**src/rtl/sobel_grad_3x3.sv**
```systemverilog
// Sobel gradient stage: 3x3 window over streamed pixel columns, signed Gx/Gy,
// L1 magnitude and 4-bin direction, with border flagging and frame/line tags.
module sobel_grad_3x3 #(
    parameter int unsigned IMG_W = 514,
    parameter int unsigned IMG_H = 386
) (
    input  logic               clk,
    input  logic               rst,
    input  logic               in_valid,
    input  logic               in_sof,
    input  logic [7:0]         tap_top,
    input  logic [7:0]         tap_mid,
    input  logic [7:0]         tap_bot,
    output logic               out_valid,
    output logic               out_sof,
    output logic               out_eol,
    output logic               out_border,
    output logic signed [10:0] out_gx,
    output logic signed [10:0] out_gy,
    output logic [10:0]        out_mag,
    output logic [1:0]         out_dir
);

    localparam int unsigned PW    = 8;
    localparam int unsigned SW    = 10;
    localparam int unsigned GW    = 11;
    localparam int unsigned PRODW = 16;
    localparam int unsigned CW    = $clog2(IMG_W);
    localparam int unsigned RW    = $clog2(IMG_H);

    // ---------------- S1: window and position tags ----------------
    logic [PW-1:0] win_q [3][3];
    logic [CW-1:0] col_q, col_d, col_tag;
    logic [RW-1:0] row_q, row_d, row_tag;
    logic          v1_q, sof1_q, eol1_q, bdr1_q;

    // col_q/row_q hold the position the next accepted column will take
    always_comb begin
        col_tag = in_sof ? '0 : col_q;
        row_tag = in_sof ? '0 : row_q;
        col_d   = col_q;
        row_d   = row_q;
        if (in_valid) begin
            if (col_tag == CW'(IMG_W - 1)) begin
                col_d = '0;
                row_d = (row_tag == RW'(IMG_H - 1)) ? '0 : row_tag + RW'(1);
            end else begin
                col_d = col_tag + CW'(1);
                row_d = row_tag;
            end
        end
    end

    always_ff @(posedge clk) begin
        if (rst) begin
            for (int r = 0; r < 3; r++) begin
                for (int c = 0; c < 3; c++) begin
                    win_q[r][c] <= '0;
                end
            end
            col_q  <= '0;
            row_q  <= '0;
            v1_q   <= 1'b0;
            sof1_q <= 1'b0;
            eol1_q <= 1'b0;
            bdr1_q <= 1'b0;
        end else begin
            col_q <= col_d;
            row_q <= row_d;
            v1_q  <= in_valid;
            if (in_valid) begin
                for (int r = 0; r < 3; r++) begin
                    win_q[r][0] <= win_q[r][1];
                    win_q[r][1] <= win_q[r][2];
                end
                win_q[0][2] <= tap_top;
                win_q[1][2] <= tap_mid;
                win_q[2][2] <= tap_bot;
                sof1_q      <= (col_tag == '0) && (row_tag == '0);
                eol1_q      <= (col_tag == CW'(IMG_W - 1));
                bdr1_q      <= (col_tag < CW'(2)) || (row_tag < RW'(2));
            end
        end
    end

    // ---------------- S2: Gx / Gy ----------------
    logic [SW-1:0]        sx_r_c, sx_l_c, sy_b_c, sy_t_c;
    logic signed [GW-1:0] gx_c, gy_c;
    logic signed [GW-1:0] gx2_q, gy2_q;
    logic                 v2_q, sof2_q, eol2_q, bdr2_q;

    // Weighted 1-2-1 sums are at most 1020, so the difference fits 11 bits signed
    always_comb begin
        sx_r_c = SW'(win_q[0][2]) + SW'({win_q[1][2], 1'b0}) + SW'(win_q[2][2]);
        sx_l_c = SW'(win_q[0][0]) + SW'({win_q[1][0], 1'b0}) + SW'(win_q[2][0]);
        sy_b_c = SW'(win_q[2][0]) + SW'({win_q[2][1], 1'b0}) + SW'(win_q[2][2]);
        sy_t_c = SW'(win_q[0][0]) + SW'({win_q[0][1], 1'b0}) + SW'(win_q[0][2]);
        gx_c   = signed'({1'b0, sx_r_c} - {1'b0, sx_l_c});
        gy_c   = signed'({1'b0, sy_b_c} - {1'b0, sy_t_c});
    end

    always_ff @(posedge clk) begin
        if (rst) begin
            v2_q   <= 1'b0;
            sof2_q <= 1'b0;
            eol2_q <= 1'b0;
            bdr2_q <= 1'b0;
            gx2_q  <= '0;
            gy2_q  <= '0;
        end else begin
            v2_q <= v1_q;
            if (v1_q) begin
                sof2_q <= sof1_q;
                eol2_q <= eol1_q;
                bdr2_q <= bdr1_q;
                gx2_q  <= gx_c;
                gy2_q  <= gy_c;
            end
        end
    end

    // ---------------- S3: magnitude, direction, outputs ----------------
    logic [GW-1:0]    ax_c, ay_c, mag_c;
    logic [PRODW-1:0] p32x_c, p32y_c, p13x_c, p13y_c;
    logic [1:0]       dir_c;

    // tan(22.5 deg) ~ 13/32; the two ratio tests pick the horizontal/vertical bins
    always_comb begin
        ax_c   = gx2_q[GW-1] ? GW'(-gx2_q) : GW'(gx2_q);
        ay_c   = gy2_q[GW-1] ? GW'(-gy2_q) : GW'(gy2_q);
        mag_c  = ax_c + ay_c;
        p32x_c = {ax_c, 5'b0};
        p32y_c = {ay_c, 5'b0};
        p13x_c = PRODW'(ax_c) * PRODW'(13);
        p13y_c = PRODW'(ay_c) * PRODW'(13);
        dir_c  = 2'd0;
        if (p32y_c <= p13x_c) begin
            dir_c = 2'd0;
        end else if (p13y_c >= p32x_c) begin
            dir_c = 2'd2;
        end else if (gx2_q[GW-1] == gy2_q[GW-1]) begin
            dir_c = 2'd1;
        end else begin
            dir_c = 2'd3;
        end
    end

    always_ff @(posedge clk) begin
        if (rst) begin
            out_valid  <= 1'b0;
            out_sof    <= 1'b0;
            out_eol    <= 1'b0;
            out_border <= 1'b0;
            out_gx     <= '0;
            out_gy     <= '0;
            out_mag    <= '0;
            out_dir    <= '0;
        end else begin
            out_valid <= v2_q;
            if (v2_q) begin
                out_sof    <= sof2_q;
                out_eol    <= eol2_q;
                out_border <= bdr2_q;
                out_gx     <= gx2_q;
                out_gy     <= gy2_q;
                out_mag    <= bdr2_q ? '0 : mag_c;
                out_dir    <= bdr2_q ? '0 : dir_c;
            end
        end
    end

endmodule

```
**config.mk**
```make
export PLATFORM = sky130hd
export DESIGN_NAME = sobel_grad_3x3
export DESIGN_NICKNAME = d
export VERILOG_FILES = /design/src/rtl/sobel_grad_3x3.sv
export SDC_FILE = /design/constraint.sdc
export NUM_CORES = 1
export LEC_CHECK = 0
export CAP_MARGIN = 30
export CORE_MARGIN = 5
export CORE_UTILIZATION = 66
export DETAILED_ROUTE_END_ITERATION = 8
export GPL_TIMING_DRIVEN = 0
export PLACE_DENSITY_LB_ADDON = 0.1
export SYNTH_ARGS = -nofsm -noshare
export SYNTH_HDL_FRONTEND = slang
export SYNTH_SLANG_ARGS = --single-unit
```
**constraint.sdc**
```tcl
create_clock -name clk -period 9.3 [get_ports clk]
set_clock_uncertainty 0.05 [all_clocks]
set_input_delay 0.93 -clock clk [delete_from_list [all_inputs] [get_ports clk]]
set_output_delay 0.93 -clock clk [all_outputs]
set_load 0.005 [all_outputs]
```
Yosys cells after proc, flatten, opt, wreduce, memory -nomap -nowiden
Memories as Yosys holds them, arrays and structs flattened.
Cells that the tools add are included.

word-level totals
  memories kept = 1
  input bits = 28
  RAM bits = 72
  register bits = 88
  bits in read-only memories = 0
  bits in latches = 0

operators by class
  order comparisons = 4
  multiplexer cells = 26
  reductions and logical operators = 4
  multipliers = 2
  shift-type cells = 0
  equality and inequality tests = 3
  $add $sub $neg = 15
  divide/modulo/power cells = 0
  bitwise logic cells = 9

memory list
  name   depth  bits a word  read ports  clocked after Yosys merged registers in  wr ports  line  source
  win_q  3      24           3           0                                        3         32    logic [PW-1:0] win_q [3][3];

operator list
  operator                                                                        count
  8-bit two-way mux                                                               9
  10-bit by 8-bit adder with 10-bit output                                        4
  8-bit by 9-bit adder with 10-bit output                                         4
  11-bit two-way mux                                                              3
  11-bit by 4-bit multiplier with 15-bit output (second input constant)           2
  9-bit two-way mux                                                               3
  11-bit negator                                                                  2
  10-bit by 10-bit subtractor with 11-bit output                                  2
  10-bit two-way mux                                                              2
  15-bit by 16-bit >= comparator with 1-bit output                                1
  16-bit by 15-bit <= comparator with 1-bit output                                1
  11-bit adder                                                                    1
  10-bit by 1-bit adder with 10-bit output (second input constant)                1
  10-bit == test (second input constant)                                          1
  10-bit zero test                                                                1
  10-bit by 2-bit less-than comparator with 1-bit output (second input constant)  1
  9-bit by 1-bit adder with 9-bit output (second input constant)                  1
  9-bit == test (second input constant)                                           1
  9-bit zero test                                                                 1
  9-bit by 2-bit less-than comparator with 1-bit output (second input constant)   1
  1-bit bitwise OR                                                                9
  2-bit two-way mux                                                               4
  1-bit two-way mux                                                               5
  1-bit == test                                                                   1
  other kinds (2)                                                                 2

Depth between registers and ports, before layout
  depth in word-level cells = 7
  depth in mapped cells = 28
  depth with buffers taken out = 28

Least setup slack after synthesis
Ideal clock, no wire load.

  path type = reg2reg
  from = register gx2_q[0]
  to = register out_dir[0]
  buffers on the path = 0
  setup time = 0.117 ns
  data arrival time = 5.172 ns
  cell stages (with the launch flop) = 28
  clock period less this slack = 5.340 ns
  data required time = 9.133 ns
  path slack = 3.960 ns
  cell sequence = dfxtp_1 > inv_1 > ha_1 > or4b_1 > o21ai_2 > xor2_2 > inv_1 > ha_1 > inv_1 > fa_1 > inv_1 > ha_1 > nor4_1 > o21a_1 > nor2_1 > a21o_1 > a21o_1 > a21oi_1 > o21ba_2 > xor2_1 > ha_1 > nand2_1 > nor3_1 > nand2_1 > mux2i_1 > nand2_1 > o31a_1 > a32o_1

on the way
  longest elaborated chain between the ends = 6
  elaborated cells on any way between the ends = 8

ends and longest elaborated chain
  item                                                                                                                      line      source
  from (decl)                                                                                                               89        logic signed [GW-1:0] gx2_q, gy2_q;
  from (signal assigned)                                                                                                    116       gx2_q <= gx_c;
  11-bit negator                                                                                                            129       ax_c = gx2_q[GW-1] ? GW'(-gx2_q) : GW'(gx2_q);
  11-bit two-way mux *                                                                                                      129
  11-bit by 4-bit multiplier with 15-bit output / 15-bit by 16-bit >= comparator with 1-bit output (equally long branches)  134, 139
  16-bit by 15-bit <= comparator with 1-bit output / 2-bit two-way mux (equally long branches)                              137, 139
  2-bit two-way mux *                                                                                                       137       if (p32y_c <= p13x_c) begin
  2-bit two-way mux *                                                                                                       167       out_dir <= bdr2_q ? '0 : dir_c;
  to (signal assigned)                                                                                                      167
  to (decl)                                                                                                                 21        output logic [1:0] out_dir

Every way passes the cells marked *; elsewhere a longest branch is shown, timed or not.
A chain may end at the register's enable or synchronous reset.

Worst setup path in the final report
  from = register gx2_q[10]
  to = register out_dir[0]

The elaborated chain is that of the path after synthesis.

==> impl_metrics.toml <==
[logic_synthesis]
ys_ff_latch = 160
ys_warn_count = 0
yosysTopAreaCell = "edfxtp_1"
synth_edf_count = 72
syn_area_mm2 = 0.01138
ys_seq_area_frac = 0.3447
synth_top_area_frac = 0.1899
async_reset_ff_frac = 0
synth.avg_cell_area_um2 = 9.881
yosys-top-cells-area = "edfxtp_1, dfxtp_1, fa_1"
synth_top_flop_cell = "dfxtp_1"
ys_types = 73
syn_nets = 1364
syn_inst = 1152

[pwr]
leakage_uw = 0.005838
seq_power_share = 0.223
netSwitchingPower_uw = 1804
powerDensity_mw_per_mm2 = 309.5
pwr-share-comb = 0.599
vdd_drop_max_mv = 0.2158
switching_share = 0.4497
intPower_uw = 2208
power_frac_clock = 0.178

[grt]
grt_pass1_wl_um = 42680
track_usage = 0.2712
grt-ovfl-total = 0
grt_max_degree = 60
grt_antenna_before_repair = 0
first_global_vias = 8418

[timing]
finalCritPeriodShare = 0.7041
hold_viol_final = 0
maxSlewViolCount = 0
tns_ps = 0
max_slew_margin = 0.3297
rsz0062_at_grt = "no"
max_freq_ghz = 0.1527
layout_min_cycle_time_ps = 6548
worst_slack_ps = 2752
worst_slew_pin_slew_ps = 995.0
finalSetupViolations = 0

[clock_network]
cts_resized = 0
cts_tree = "built"
clkSinkCount = 160
clockRootBuffer = "clkbuf_16"
ctsHoldBuffers = 0
cts_max_path_buffers = 2
cts_max_level = 4
cts-buffers-inserted = 17
clk_latency_ps = 430
cts_setup_buffers = 0
path_clk_slew_ps = 70

[route]
drt_iter0_drc = 679
via_per_inst = 5.804
vias = 8567
drt_pass1_iterations = 5
ant_nets = 0
met3_length_um = 1488
drc = 0
met2WireLength_um = 12580
topRoutingLayerUsed = "met4"
wl_um = 26100
wl_met1_um = 11620
wl_per_cell_um = 17.69

[worst_setup_path]
crit_end = "out_dir[0]"
worstPathArrival_ps = 6820
crit_type = "reg -> reg"
end_kind = "flip-flop"
regToRegStartpoint = "gx2_q[10]"
reg2reg_slack_ps = 2750
timing.rr.end = "out_dir[0]"
critPathMaxFanout = 10
reg2regPathDepth = 26
required_ps = 9570
cp-start-kind = "flip-flop"
critPathLaunch = "gx2_q[10]"

[layout]
diodes = 0
synthToLayoutAreaGrowth_pct = 13.88
layout-drive-gt1-share = 0.04476
fin_util = 0.7574
fin_nets = 1450
fillers = 1236
final_area_mm2 = 0.01296

[placement]
hpwlAfterDp_um = 19860
io_buffers = 66
gp_congestion = 0.8997
dpl_cell_area_mm2 = 0.01236
place_ws_ps = 3019

[floorplan]
die_w_um = 141.3
die-area_mm2 = 0.01997
num_io_pins = 67
fp.dieH_um = 141.3
rows = 48
initial_core_util = 0.6651
core_mm2 = 0.01712

[worst_hold_path]
hold_path_class = "reg -> reg"

[job]
cap_violations = 0

[run_status]
outcome = "finished, final reports clean"
==> placed cells by master, fill, tap and decap left out, types with 8 or more instances in the layout <==
| master | n |
|---|---|
| nor3_1 | 16 |
| dfxtp_1 | 88 |
| clkdlybuf4s50_1 | 66 |
| mux2i_1 | 36 |
| o21ai_0 | 44 |
| nand2_1 | 49 |
| nor2b_1 | 25 |
| nor2_1 | 105 |
| xor2_1 | 12 |
| clkbuf_1 | 30 |
| ha_1 | 106 |
| a32o_1 | 8 |
| and3_1 | 64 |
| a21o_1 | 10 |
| fa_1 | 78 |
| edfxtp_1 | 72 |
| a22o_1 | 9 |
| xnor2_1 | 42 |
| nand3_1 | 10 |
| a21oi_1 | 55 |
| inv_1 | 173 |
| clkbuf_16 | 17 |
==> logic make-up after synthesis <==
logic type                 count (synthesis)  share of synthesized area
and+or+nand+nor                          308                     0.1375
buffers and inverters                    214                    0.07210
adders and majority gates                189                     0.2582
AOI/OAI and AO/OA                        186                     0.1076
DFF                                      160                     0.3447
xor gates and xnor gates                  58                    0.04726
muxes                                     37                    0.03264
==> flip-flops by register name, indices dropped and copies added, names as in the netlist <==
| register | flops |
|---|---|
| win_q | 72 |
| gx2_q | 11 |
| gy2_q | 11 |
| out_gx | 11 |
| out_gy | 11 |
| out_mag | 11 |
| col_q | 10 |
| row_q | 9 |
| out_dir | 2 |
| bdr1_q | 1 |
| bdr2_q | 1 |
| eol1_q | 1 |
| eol2_q | 1 |
| out_border | 1 |
| out_eol | 1 |
| out_sof | 1 |
| out_valid | 1 |
| sof1_q | 1 |
| sof2_q | 1 |
| v1_q | 1 |
| v2_q | 1 |
==> area by class of cell <==
cell class / count / area (um2) / share of cell area
clock inverter: 15 / 181.4 / 0.01399
tap: 225 / 281.5 / 0.02172
inverter: 174 / 653.1 / 0.05038
clock buffer: 17 / 425.4 / 0.03282
buffer: 40 / 171.4 / 0.01322
sequential: 160 / 3924 / 0.3027
timing repair buffer: 67 / 688.2 / 0.05308
multi-input combinational: 778 / 6639 / 0.5121
==> routing by layer <==
metal  track usage  vias to the layer above
met5             0                        -
met1        0.3793                     4179
met4       0.07139                        0
met2        0.4444                      258
li1              -                     4090
met3       0.04415                       40
==> power by group through the flow <==
stage,logic [uW],registers [uW],clock network (uW)
after CTS,2390,892,720
after detailed placement,2340,906,0
after global placement,2280,905,0
after floorplan,1840,876,0
final,2400,894,715
after global routing,2730,901,751
==> critical path, stage by stage (launching register included) <==
cell and delay (ps):
dfxtp_1 390, clkbuf_1 560, o31ai_1 190, xor2_1 490, inv_1 280, ha_1 340, inv_1 50, fa_1 500
inv_1 50, ha_1 320, nor2b_1 140, o21ai_0 180, a21boi_0 160, o21ai_0 260, a21oi_1 130, o21a_1 200
o21ai_0 220, nor4b_1 260, a311oi_1 90, ha_1 290, nand2_1 80, nor3_1 230, nand2_1 90, mux2i_1 190
nand2_1 100, o31a_1 320, a32o_1 260
==> synthesized netlist by cell type, types with 3 or more instances <==
| cell | number |
|---|---|
| and4_1 | 3 |
| xnor2_1 | 42 |
| nor2_1 | 105 |
| nand2_1 | 49 |
| nand4_1 | 4 |
| a22o_1 | 9 |
| edfxtp_1 | 72 |
| a21oi_1 | 55 |
| inv_1 | 173 |
| nor3b_1 | 4 |
| nand2b_1 | 6 |
| nand3b_1 | 5 |
| buf_1 | 5 |
| o31ai_1 | 6 |
| a21boi_0 | 5 |
| nor2b_1 | 25 |
| nand3_1 | 10 |
| clkbuf_1 | 31 |
| and3_1 | 64 |
| a32o_1 | 8 |
| xor2_2 | 4 |
| nor3_1 | 16 |
| o21bai_1 | 3 |
| fa_1 | 78 |
| o21a_1 | 5 |
| o21ai_0 | 44 |
| a31oi_1 | 7 |
| a21o_1 | 10 |
| xor2_1 | 12 |
| maj3_1 | 4 |
| ha_1 | 106 |
| o22ai_1 | 3 |
| mux2i_1 | 36 |
| o31a_1 | 5 |
| dfxtp_1 | 88 |
| nor4_1 | 3 |
| or4_1 | 3 |
==> how the worst min path moves through the flow <==
stage                 endpoint  depth (start not counted)        from  slack, ps
floorplan               sof1_q                          2      sof1_q        370
global placement        sof1_q                          2      sof1_q        390
detailed placement      sof1_q                          2      sof1_q        400
CTS                     sof1_q                          2      sof1_q        430
global route        out_mag[9]                          1  out_mag[9]        460
finish                  sof1_q                          2      sof1_q        430
==> per-stage QoR <==
stage | hold WS (ps) | power, uW | cells
3_3_place_gp | 392.2 | 3186 | 1443
6_report | 425.4 | 4012 | 1476
3_5_place_dp | 397.4 | 3246 | 1444
2_1_floorplan | 374.8 | 2719 | 1152
4_1_cts | 430.8 | 3997 | 1476
5_1_grt | 456.4 | 4387 | 1476
Note: power is estimated with default switching activity, not from simulation.
